$ cat config.mk
export PLATFORM = sky130hd
export DESIGN_NAME = easyaxi_slv_wr_ctrl
export DESIGN_NICKNAME = d
export VERILOG_FILES = /design/src/rtl/easyaxi_slv_wr_ctrl_pkg.sv /design/src/rtl/easyaxi_burst_addr_gen.sv /design/src/rtl/easyaxi_slv_wr_ctrl.sv
export SDC_FILE = /design/constraint.sdc
export NUM_CORES = 1
export LEC_CHECK = 0
export CAP_MARGIN = 25
export CORE_MARGIN = 1.5
export CORE_UTILIZATION = 65
export DETAILED_ROUTE_END_ITERATION = 12
export PLACE_DENSITY = 0.85
export SLEW_MARGIN = 25
export SYNTH_ARGS = -nofsm -noshare
export SYNTH_HDL_FRONTEND = slang
export SYNTH_HIERARCHICAL = 1
export SYNTH_SLANG_ARGS = --single-unit
$ cat constraint.sdc
create_clock -name clk -period 8.4 [get_ports clk]
set_clock_uncertainty 0.05 [all_clocks]
set_input_delay 1.68 -clock clk [delete_from_list [all_inputs] [get_ports clk]]
set_output_delay 1.68 -clock clk [all_outputs]
set_load 0.005 [all_outputs]
$ cat src/rtl/easyaxi_slv_wr_ctrl_pkg.sv
// Shared AXI widths, burst/response encodings and slave write FSM states.
package easyaxi_slv_wr_ctrl_pkg;

  localparam int unsigned AXI_ID_W    = 4;
  localparam int unsigned AXI_ADDR_W  = 32;
  localparam int unsigned AXI_LEN_W   = 8;
  localparam int unsigned AXI_SIZE_W  = 3;
  localparam int unsigned AXI_BURST_W = 2;
  localparam int unsigned AXI_USER_W  = 4;
  localparam int unsigned AXI_DATA_W  = 32;
  localparam int unsigned AXI_RESP_W  = 2;

  localparam logic [AXI_BURST_W-1:0] AXI_BURST_FIXED = 2'd0;
  localparam logic [AXI_BURST_W-1:0] AXI_BURST_INCR  = 2'd1;
  localparam logic [AXI_BURST_W-1:0] AXI_BURST_WRAP  = 2'd2;

  localparam logic [AXI_RESP_W-1:0] AXI_RESP_OKAY   = 2'd0;
  localparam logic [AXI_RESP_W-1:0] AXI_RESP_SLVERR = 2'd2;

  typedef enum logic [1:0] {
    ST_IDLE,
    ST_WDATA,
    ST_BWAIT,
    ST_BRESP
  } wr_state_e;

  // WRAP bursts are only legal with 2, 4, 8 or 16 beats.
  function automatic logic wrap_len_ok(input logic [AXI_LEN_W-1:0] len);
    return (len == 8'd1) || (len == 8'd3) || (len == 8'd7) || (len == 8'd15);
  endfunction

endpackage

$ cat src/rtl/easyaxi_burst_addr_gen.sv
// Combinational AXI next-beat address for FIXED/INCR/WRAP bursts.
module easyaxi_burst_addr_gen
  import easyaxi_slv_wr_ctrl_pkg::*;
(
  input  logic [AXI_ADDR_W-1:0]  addr,
  input  logic [AXI_SIZE_W-1:0]  size,
  input  logic [AXI_LEN_W-1:0]   len,
  input  logic [AXI_BURST_W-1:0] burst,
  output logic [AXI_ADDR_W-1:0]  next_addr
);

  logic [AXI_ADDR_W-1:0] step;
  logic [AXI_ADDR_W-1:0] incr_addr;
  logic [AXI_ADDR_W-1:0] wrap_mask;

  always_comb begin
    step      = AXI_ADDR_W'(1) << size;
    incr_addr = addr + step;
    wrap_mask = ((AXI_ADDR_W'(len) + AXI_ADDR_W'(1)) << size) - AXI_ADDR_W'(1);
    case (burst)
      AXI_BURST_INCR: next_addr = incr_addr;
      AXI_BURST_WRAP: next_addr = (addr & ~wrap_mask) | (incr_addr & wrap_mask);
      default:        next_addr = addr;
    endcase
  end

endmodule

$ cat src/rtl/easyaxi_slv_wr_ctrl.sv
// AXI slave write controller: one burst at a time into a byte-strobed local memory.
// Optional macro EASYAXI_SLV_WR_STALL_EN inserts LFSR-driven wready stalls.
module easyaxi_slv_wr_ctrl
  import easyaxi_slv_wr_ctrl_pkg::*;
#(
  parameter int unsigned MEM_DEPTH = 16,
  parameter int unsigned BRESP_DLY = 0
) (
  input  logic                         clk,
  input  logic                         rst_n,
  input  logic                         axi_slv_awvalid,
  output logic                         axi_slv_awready,
  input  logic [AXI_ID_W-1:0]          axi_slv_awid,
  input  logic [AXI_ADDR_W-1:0]        axi_slv_awaddr,
  input  logic [AXI_LEN_W-1:0]         axi_slv_awlen,
  input  logic [AXI_SIZE_W-1:0]        axi_slv_awsize,
  input  logic [AXI_BURST_W-1:0]       axi_slv_awburst,
  input  logic [AXI_USER_W-1:0]        axi_slv_awuser,
  input  logic                         axi_slv_wvalid,
  output logic                         axi_slv_wready,
  input  logic [AXI_DATA_W-1:0]        axi_slv_wdata,
  input  logic [AXI_DATA_W/8-1:0]      axi_slv_wstrb,
  input  logic                         axi_slv_wlast,
  input  logic [AXI_USER_W-1:0]        axi_slv_wuser,
  output logic                         axi_slv_bvalid,
  input  logic                         axi_slv_bready,
  output logic [AXI_ID_W-1:0]          axi_slv_bid,
  output logic [AXI_RESP_W-1:0]        axi_slv_bresp,
  output logic [AXI_USER_W-1:0]        axi_slv_buser,
  input  logic [$clog2(MEM_DEPTH)-1:0] dbg_rd_idx,
  output logic [AXI_DATA_W-1:0]        dbg_rd_data
);

  localparam int unsigned STRB_W   = AXI_DATA_W / 8;
  localparam int unsigned ADDR_LSB = $clog2(STRB_W);
  localparam int unsigned IDX_W    = $clog2(MEM_DEPTH);

  wr_state_e               state;
  logic [AXI_ID_W-1:0]     id_q;
  logic [AXI_ADDR_W-1:0]   addr_q;
  logic [AXI_LEN_W-1:0]    len_q;
  logic [AXI_SIZE_W-1:0]   size_q;
  logic [AXI_BURST_W-1:0]  burst_q;
  logic [AXI_USER_W-1:0]   user_q;
  logic [AXI_LEN_W-1:0]    beat_cnt;
  logic                    err_q;
  logic                    nowr_q;
  logic [3:0]              dly_cnt;
  logic [AXI_DATA_W-1:0]   mem [MEM_DEPTH];

  logic [AXI_ADDR_W-1:0]   next_addr;
  logic [IDX_W-1:0]        wr_idx;
  logic                    aw_hs, w_hs, b_hs;
  logic                    last_cnt, end_beat, err_beat;
  logic                    size_bad, burst_bad, wrap_bad;
  logic                    stall_nxt;
  logic                    unused_wuser;

  assign unused_wuser = ^axi_slv_wuser;

  assign aw_hs    = axi_slv_awvalid & axi_slv_awready;
  assign w_hs     = axi_slv_wvalid & axi_slv_wready;
  assign b_hs     = axi_slv_bvalid & axi_slv_bready;
  assign last_cnt = (beat_cnt == len_q);
  assign end_beat = axi_slv_wlast | last_cnt;
  assign err_beat = err_q | (axi_slv_wlast != last_cnt);

  assign size_bad  = axi_slv_awsize > AXI_SIZE_W'(ADDR_LSB);
  assign burst_bad = (axi_slv_awburst == 2'd3);
  assign wrap_bad  = (axi_slv_awburst == AXI_BURST_WRAP) && !wrap_len_ok(axi_slv_awlen);

  assign wr_idx      = addr_q[ADDR_LSB +: IDX_W];
  assign dbg_rd_data = mem[dbg_rd_idx];

  easyaxi_burst_addr_gen u_addr_gen (
    .addr      (addr_q),
    .size      (size_q),
    .len       (len_q),
    .burst     (burst_q),
    .next_addr (next_addr)
  );

`ifdef EASYAXI_SLV_WR_STALL_EN
  logic [7:0] lfsr;
  logic [7:0] lfsr_nxt;

  assign lfsr_nxt  = {lfsr[6:0], lfsr[7] ^ lfsr[5] ^ lfsr[4] ^ lfsr[3]};
  // wready is registered, so it is driven from the LFSR value of the coming cycle.
  assign stall_nxt = lfsr_nxt[0];

  always_ff @(posedge clk or negedge rst_n) begin
    if (!rst_n) lfsr <= 8'hA5;
    else        lfsr <= lfsr_nxt;
  end
`else
  assign stall_nxt = 1'b0;
`endif

  always_ff @(posedge clk or negedge rst_n) begin
    if (!rst_n) begin
      state           <= ST_IDLE;
      axi_slv_awready <= 1'b0;
      axi_slv_wready  <= 1'b0;
      axi_slv_bvalid  <= 1'b0;
      axi_slv_bid     <= '0;
      axi_slv_bresp   <= '0;
      axi_slv_buser   <= '0;
      id_q            <= '0;
      addr_q          <= '0;
      len_q           <= '0;
      size_q          <= '0;
      burst_q         <= '0;
      user_q          <= '0;
      beat_cnt        <= '0;
      err_q           <= 1'b0;
      nowr_q          <= 1'b0;
      dly_cnt         <= '0;
      for (int unsigned i = 0; i < MEM_DEPTH; i++) mem[i] <= '0;
    end else begin
      case (state)
        ST_IDLE: begin
          if (aw_hs) begin
            id_q            <= axi_slv_awid;
            addr_q          <= axi_slv_awaddr;
            len_q           <= axi_slv_awlen;
            size_q          <= axi_slv_awsize;
            burst_q         <= axi_slv_awburst;
            user_q          <= axi_slv_awuser;
            beat_cnt        <= '0;
            // Header-level errors are known at AW time, so the flag starts pre-set.
            err_q           <= size_bad | burst_bad | wrap_bad;
            nowr_q          <= size_bad | burst_bad;
            axi_slv_awready <= 1'b0;
            axi_slv_wready  <= ~stall_nxt;
            state           <= ST_WDATA;
          end else begin
            axi_slv_awready <= 1'b1;
          end
        end
        ST_WDATA: begin
          axi_slv_wready <= ~stall_nxt;
          if (w_hs) begin
            if (!nowr_q) begin
              for (int unsigned b = 0; b < STRB_W; b++)
                if (axi_slv_wstrb[b]) mem[wr_idx][b*8 +: 8] <= axi_slv_wdata[b*8 +: 8];
            end
            addr_q   <= next_addr;
            beat_cnt <= beat_cnt + 1'b1;
            err_q    <= err_beat;
            if (end_beat) begin
              axi_slv_wready <= 1'b0;
              if (BRESP_DLY > 0) begin
                dly_cnt <= 4'(BRESP_DLY - 1);
                state   <= ST_BWAIT;
              end else begin
                axi_slv_bvalid <= 1'b1;
                axi_slv_bid    <= id_q;
                axi_slv_bresp  <= err_beat ? AXI_RESP_SLVERR : AXI_RESP_OKAY;
                axi_slv_buser  <= user_q;
                state          <= ST_BRESP;
              end
            end
          end
        end
        ST_BWAIT: begin
          if (dly_cnt == 4'd0) begin
            axi_slv_bvalid <= 1'b1;
            axi_slv_bid    <= id_q;
            axi_slv_bresp  <= err_q ? AXI_RESP_SLVERR : AXI_RESP_OKAY;
            axi_slv_buser  <= user_q;
            state          <= ST_BRESP;
          end else begin
            dly_cnt <= dly_cnt - 4'd1;
          end
        end
        ST_BRESP: begin
          if (b_hs) begin
            axi_slv_bvalid  <= 1'b0;
            axi_slv_awready <= 1'b1;
            err_q           <= 1'b0;
            state           <= ST_IDLE;
          end
        end
        default: state <= ST_IDLE;
      endcase
    end
  end

endmodule

; ---- Yosys cells after proc, flatten, opt, wreduce, memory -nomap -nowiden
; Index checks and enable logic that the tools add are counted.
; W data, S select, Z words.
[classes]
n_eq_ne = 19
shift = 2
div = 0
magnitude_cmp = 4
bitwise = 15
n_mux = 70
mul = 0
add_sub_neg = 5
reduce_logical = 24
[op_table]
columns = cell, n
row1 = $mux W512, 13
row2 = $bwmux W512, 4
row3 = $demux W32 S4, 4
row4 = $mux W32, 5
row5 = $bmux W32 S4, 1
row6 = $pmux W32 S2, 2
row7 = $and A32 B32 Y32, 2
row8 = $add A32 B32 Y32, 1
row9 = $not A32 Y32, 1
row10 = $or A32 B32 Y32, 1
row11 = $shl A1 B3 Y32 const A, 1
row12 = $shl A32 B3 Y32, 1
row13 = $sub A32 B1 Y32 const B, 1
row14 = $mux W24, 1
row15 = $mux W4, 6
row16 = $mux W8, 3
row17 = $mux W2, 10
row18 = $mux W16, 1
row19 = $pmux W4 S2, 2
row20 = $pmux W8 S2, 1
row21 = $reduce_and A4 Y1, 3
row22 = $mux W1, 11
row23 = $eq A2 B2 Y1 const B, 5
row24 = $ge A5 B5 Y1 const B, 2
row25 = other kinds (32), 57
[word_totals]
latch_bits = 0
ramBits = 0
mem_bits_ro = 0
memories = 0
ff_bits = 594
elab_cells = 172
out_inout_bits = 45
in_bits = 103

; ---- Logic depth before layout (Yosys ltp)
; Gate-level depths: netlist (run 1).
[logic_depth]
ltp_word = 22
ltp_mapped = 15
depth_no_buf = 12

; ---- By module
; Netlist (run 1), hierarchy kept.
[modules_own_cells]
columns = mod, seq_area_each_um2, n_inst, cells_each, area_per_inst_um2
row1 = easyaxi_slv_wr_ctrl, 14839.2, 1, 1762, 26566.7
row2 = easyaxi_burst_addr_gen, 0.0, 1, 481, 2992.9

; ---- Worst setup path after synthesis (run 1)
; OpenSTA, ideal clock, no wires.
[synth_timing]
path_kind = in2out
start = input port dbg_rd_idx[0]
end = output port dbg_rd_data[10]
path_stages = 5
required_time_ns = 6.670
n_path_buf = 2
t_arrival_ns = 2.999
path_slack_ns = 3.671
cell_sequence = buf_2 buf_2 mux4_2 a22oi_1 nand2_1
[synth_via]
elab_chain_len = 4
[synth_lines]
columns = element, line_no
row1 = from (decl), easyaxi_slv_wr_ctrl.sv:30  ; input logic [$clog2(MEM_DEPTH)-1:0] dbg_rd_idx,
row2 = $not A4 Y5 (implied by the code), easyaxi_slv_wr_ctrl.sv:73  ; assign dbg_rd_data = mem[dbg_rd_idx];
row3 = $bmux W32 S4, easyaxi_slv_wr_ctrl.sv:73
row4 = $mux W32 (implied by the code) (2 in series), easyaxi_slv_wr_ctrl.sv:73
row5 = to (decl), easyaxi_slv_wr_ctrl.sv:31  ; output logic [AXI_DATA_W-1:0] dbg_rd_data
; Every way passes these cells. The select of a mux whose other input is x is not followed.

; ---- Worst setup path after layout (run 1)
[layout_timing]
start = input port dbg_rd_idx[0]
end = output port dbg_rd_data[0]
; Same word-level chain as after synthesis.

==> results of run 1 <==
==> power groups by stage <==
| stage | Clock, mW | Combinational, mW | Sequential (mW) |
|---|---|---|---|
| 2_1_floorplan | 0 | 1.96 | 3.99 |
| 3_3_place_gp | 0 | 2.34 | 4.11 |
| 3_5_place_dp | 0 | 2.47 | 4.21 |
| 4_1_cts | 2.62 | 2.50 | 4.18 |
| 5_1_grt | 2.73 | 2.72 | 4.30 |
| 6_report | 2.58 | 2.50 | 4.19 |
==> final cells by class <==
class	instances	area (µm²)	share of cell area, %
well taps	525	657	2.20
clock inverters	19	213	0.712
inverters	22	82.6	0.276
diodes	1	2.50	0.00838
multi-input cells	1096	11600	38.9
repair buffers	130	1400	4.67
clock buffers	87	1710	5.73
flip-flops and latches	567	14200	47.5
==> worst register-to-register path, stage by stage, from the launching register on <==
cell and delay (ns):
dfrtp_1 0.44, inv_1 0.10, ha_1 0.64, and4b_1 0.58
and2_1 0.52, nand2_1 0.57, mux2_1 0.51
==> how the worst max path moves through the flow <==
stage	to	start	slack, ns
after floorplan	dbg_rd_data[10]	dbg_rd_idx[0]	3.67
after global placement	dbg_rd_data[31]	dbg_rd_idx[0]	2.28
after detailed placement	dbg_rd_data[16]	dbg_rd_idx[0]	2.28
after CTS	dbg_rd_data[16]	dbg_rd_idx[0]	2.26
after global routing	dbg_rd_data[0]	dbg_rd_idx[0]	2.19
final	dbg_rd_data[0]	dbg_rd_idx[0]	2.38
==> through the flow <==
stage	hold WS [ns]	util, %	total power, mW	setup slack [ns]
after floorplan	0.393	-	5.95	3.67
after CTS	0.439	74.7	9.30	2.26
after global placement	0.411	69.7	6.46	2.28
after detailed placement	0.427	69.9	6.68	2.28
after global routing	0.460	74.8	9.76	2.19
final	0.437	74.8	9.27	2.38
==> flip-flops by register name, summed over array words and instances, names as in the netlist <==
name	count
axi_slv_wready	1
axi_slv_awready	1
addr_q	6
axi_slv_buser	4
id_q	4
state	2
dly_cnt	4
beat_cnt	8
burst_q	2
nowr_q	1
mem	512
axi_slv_bresp	1
axi_slv_bvalid	1
size_q	3
len_q	8
err_q	1
user_q	4
axi_slv_bid	4
==> metal layers <==
| layer | GRT usage (%) | vias up |
|---|---|---|
| li1 | - | 6833 |
| met1 | 39.5 | 8295 |
| met2 | 48.6 | 482 |
| met3 | 5.42 | 143 |
| met4 | 11.0 | 0 |
| met5 | 0 | - |
==> impl_metrics.csv, run 1 <==
group,metric,value,unit
cts,root_buffer,"clkbuf_16",
finish,final_cells,2447,
cts,cts_setup_buffers,0,
route,vias_per_cell,6.44,
timing,post-route-period-util,71.7,%
finish,layout_commonest_cell,"dfrtp_1",
grt,grt-ovfl-total,0,
cts,cts_resized,0,
power_and_ir_drop,combPwrFrac,27.0,%
timing,fmax,0.166,GHz
power_and_ir_drop,switching_share,28.6,%
hold_path,worstHoldStart,"mem[43]",
route,drt-total-wl,58300,µm
worst_setup_path,rrSetupSlack,4.86,ns
synthesis,synth_fp_nets,1933,
floorplan,io_pins,148,
power_and_ir_drop,p_seq_share,45.2,%
placed_design,place_area,0.0279,mm²
cts,hold_buffers,0,
run_status,status,"completed",
route,via_count,15800,
route,drtIter0Drc,1261,
route,top_layer_used,"met4",
finish,syn_to_final_growth,13.2,%
synthesis,ys_warn_count,6,
worst_setup_path,required,6.67,ns
route,wl_per_cell,23.8,µm
floorplan,design.core.area,0.0399,mm²
timing,finalCriticalPeriod,6.02,ns
placed_design,hpwl,36100,µm
route,firstDrtPassIters,5,
placed_design,place.port_buffers,116,
floorplan,core.rowCount,73,
worst_setup_path,criticalPathCategory,"input pin to output port",
worst_setup_path,endpoint_kind,"output port",
cts,clk_pin_slew,0.06,ns
worst_setup_path,worstReg2RegStart,"state[1]",
worst_setup_path,worst-path-max-fanout,77,
worst_setup_path,timing.rr.end,"mem[91]",
route,dr_wl_met2,29200,µm
floorplan,die_x,205,µm
worst_setup_path,worst-path-stages,6,
synthesis,netlist_area,0.0264,mm²
cts,cts_buffers,57,
route,ant_nets,0,
power_and_ir_drop,p_leak,14.3,nW
hold_path,holdPathStages,1,
worst_setup_path,critPathBufInv,3,
hold_path,hp-class,"flip-flop to flip-flop",
finish,drive_above_1_share,39.8,%
worst_setup_path,arrival,4.29,ns
route,met1_length,24100,µm
power_and_ir_drop,p_sw,2.65,mW
placed_design,place.gp.congestion,0.857,
cts,clk_path_buf_depth,3,
worst_setup_path,max_stage_delay,0.66,ns
cts,clk_latency,0.62,ns
power_and_ir_drop,internal_power,6.62,mW
cts,ctsHtreeMaxLevel,2,
worst_setup_path,worstPathCellList,"buf_8 > buf_4 > mux4_2 > a22oi_1 > nand2_1 > clkdlybuf4s50_1",
timing,worst_pin_slew,1.01,ns
flow_run,drv_cap,0,
timing,setup_violations,0,
finish,final.fill_count,2359,
timing,drv_slew,0,
floorplan,start_util,66.1,%
worst_setup_path,r2r.worst_path.cells,6,
worst_setup_path,critPathLaunchType,"input pin",
timing,setup_tns,0,ns
cts,tritoncts,"done",
timing,report.final.hold_viol_count,0,
grt,track_usage,29.5,%
synthesis,avgSynthCellArea,14.6,µm²
finish,final_nets,1997,
synthesis,syn_inst,1810,
hold_path,min_to,"mem[43]",
power_and_ir_drop,p_per_area,310,mW/mm²
worst_setup_path,cp_slowest_cell,"buf_8",
cts,cts.sinks,567,
route,drc,0,
finish,final_cell_mix,"dfrtp_1 (567), mux2_2 (513), mux4_2 (128)",
power_and_ir_drop,clockPowerShare,27.9,%
worst_setup_path,crit_family,"buffers and inverters",
floorplan,dieArea,0.0418,mm²
power_and_ir_drop,ir_drop,0.249,mV
route,met3WireLength,3120,µm
timing,rsz0062_at_grt,"false",
grt,first_global_vias,17200,
floorplan,die_y,205,µm
grt,antenna_found_initial,1,
timing,max-slew-margin-rel,32.8,%
grt,grt_max_degree,209,
finish,fin_area,0.0299,mm²
placed_design,dp_cells,2338,
grt,grt_pass1_wl,94900,µm
Power figures use the tool's default switching activity.
==> run 2, diff against run 1 <==
- CORE_UTILIZATION: 65 -> 55
- PLACE_DENSITY: 0.85 -> 0.77
- clock period: 8.4 -> 5 ns (I/O delays scaled with it)
==> run 2 against run 1 <==
Compared with the run above:
- worst setup slack lost 1.7 ns
- worst hold slack lost 0.15 ns
- cell count grew 4.0%
- register-to-register slack lost 3.3 ns
- cell area grew 0.74%
- total power grew 67%
- combinational power grew 67%
- flip-flop and latch count is the same
- sequential share of layout area shrank 0.35 points
- largest cell class unchanged
- sequential power grew 67%
- global-route usage shrank 4.7 points
- largest power group unchanged
==> impl_metrics.csv, run 2 (same netlist as run 1, synthesis figures left out) <==
group,metric,value,unit
run_status,status,"completed",
grt,track_usage,24.8,%
worst_setup_path,arrival,3.28,ns
cts,cts_buffers,57,
grt,antenna_found_initial,0,
timing,fmax,0.231,GHz
timing,whs,0.288,ns
finish,largest_reg_flops,512,
timing,setup_violations,0,
power_and_ir_drop,p_leak,14.3,nW
cts,cts.sinks,567,
hold_path,hp-class,"input pin to async pin",
power_and_ir_drop,ir_drop,0.289,mV
timing,max-slew-margin-rel,43.1,%
worst_setup_path,worstReg2RegStart,"state[1]",
grt,busiest_layer,"met2",
worst_setup_path,endpoint_kind,"output port",
route,wl_per_cell,23.3,µm
grt,met3_usage,4.03,%
grt,grt-ovfl-total,0,
finish,final_cell_mix,"dfrtp_1 (567), mux2_2 (513), mux4_2 (128)",
route,firstDrtPassIters,5,
cts,clk_pin_slew,0.06,ns
timing,report.final.hold_viol_count,0,
floorplan,io_pins,148,
cts,cts_resized,0,
finish,top_register,"mem",
cts,clk_path_buf_depth,3,
placed_design,hpwl,37400,µm
power_and_ir_drop,clockPowerShare,27.8,%
cts,clk_latency,0.60,ns
route,drt-total-wl,59400,µm
finish,drive_above_1_share,40.0,%
worst_setup_path,required,3.95,ns
finish,fin_area,0.0301,mm²
worst_setup_path,critPathLaunchType,"input pin",
grt,met1_usage,34.5,%
route,vias_per_cell,6.15,
worst_setup_path,criticalPathCategory,"input pin to output port",
worst_setup_path,timing.rr.end,"mem[193]",
finish,layout_commonest_cell,"dfrtp_1",
cts,ctsHtreeMaxLevel,2,
power_and_ir_drop,p_per_area,514,mW/mm²
placed_design,place.port_buffers,116,
floorplan,dieArea,0.0493,mm²
flow_run,drv_cap,0,
floorplan,core.rowCount,80,
power_and_ir_drop,combPwrFrac,27.0,%
power_and_ir_drop,p_seq_share,45.2,%
floorplan,start_util,55.5,%
cts,hold_buffers,0,
finish,syn_to_final_growth,14.0,%
placed_design,place_area,0.0282,mm²
worst_setup_path,worst-path-max-fanout,12,
worst_setup_path,rrSetupSlack,1.55,ns
cts,cts_setup_buffers,0,
route,via_count,15700,
power_and_ir_drop,internal_power,11.1,mW
route,ant_nets,0,
timing,rsz0062_at_grt,"false",
floorplan,die_y,222,µm
finish,top_regs,"mem: 512 flops, beat_cnt: 8 flops, len_q: 8 flops",
finish,diodes,0,
cts,root_buffer,"clkbuf_16",
grt,first_global_vias,16700,
finish,final_nets,2008,
power_and_ir_drop,p_sw,4.35,mW
grt,use_met2,40.0,%
timing,post-route-period-util,86.6,%
timing,finalCriticalPeriod,4.33,ns
grt,grt_max_degree,134,
worst_setup_path,r2r.worst_path.cells,6,
placed_design,place.gp.congestion,0.833,
power_and_ir_drop,switching_share,28.1,%
floorplan,die_x,222,µm
cts,tritoncts,"done",
floorplan,design.core.area,0.0475,mm²
timing,setup_tns,0,ns
grt,grt_pass1_wl,95000,µm
route,drtIter0Drc,1172,
timing,worst_pin_slew,0.849,ns
route,drc,0,
timing,drv_slew,0,
-- run 2: cell types whose count changed in the layout (fill, tap and decap cells not counted), moves of 2 or more --
cell,previous run,this run
buf_16,4,1
buf_4,7,12
clkinv_2,13,11
buf_12,3,12
-- run 2: how the worst max path moves through the flow --
stage,from,cells past startpoint,endpoint
2_1_floorplan,dbg_rd_idx[0],5,dbg_rd_data[10]
3_3_place_gp,dbg_rd_idx[3],6,dbg_rd_data[3]
3_5_place_dp,dbg_rd_idx[3],6,dbg_rd_data[3]
4_1_cts,dbg_rd_idx[3],6,dbg_rd_data[3]
5_1_grt,dbg_rd_idx[3],6,dbg_rd_data[27]
6_report,dbg_rd_idx[3],6,dbg_rd_data[3]
-- run 2: stage by stage --
step	setup WS [ns]	instances	total power, mW	util (%)
2_1_floorplan	1.63	1810	10.0	-
3_3_place_gp	0.676	2440	10.9	59.2
3_5_place_dp	0.639	2440	11.2	59.2
4_1_cts	0.627	2544	15.6	63.2
5_1_grt	0.526	2545	16.3	63.3
6_report	0.668	2545	15.5	63.3
-- run 2: layer usage --
layer  part of all wire [%]  wire (µm)
met4                    3.1       1830
met1                     43      25600
met3                    5.1       3040
met2                     49      28900
met5                      0          0
-- run 2: final cells by class --
cell class | count | area, µm²
clock buffers | 87 | 1710
well taps | 615 | 769
clock inverters | 17 | 193
flip-flops and latches | 567 | 14200
multi-input cells | 1096 | 11600
inverters | 22 | 82.6
fillers | 3398 | 17500
repair buffers | 141 | 1530
-- run 2: power by group through the flow --
stage	combinational [mW]	sequential, mW	clock, mW
global placement	3.98	6.91	0
CTS	4.19	6.98	4.39
detailed placement	4.15	7.06	0
finish	4.17	6.99	4.31
floorplan	3.30	6.70	0
global route	4.56	7.18	4.57
-- run 2: worst max-delay path: stages --
cell and delay [ns]:
clkdlybuf4s50_1 0.62, nor2b_4 0.57, buf_4 0.32, a22oi_1 0.11, nand2_1 0.11, clkdlybuf4s50_1 0.55
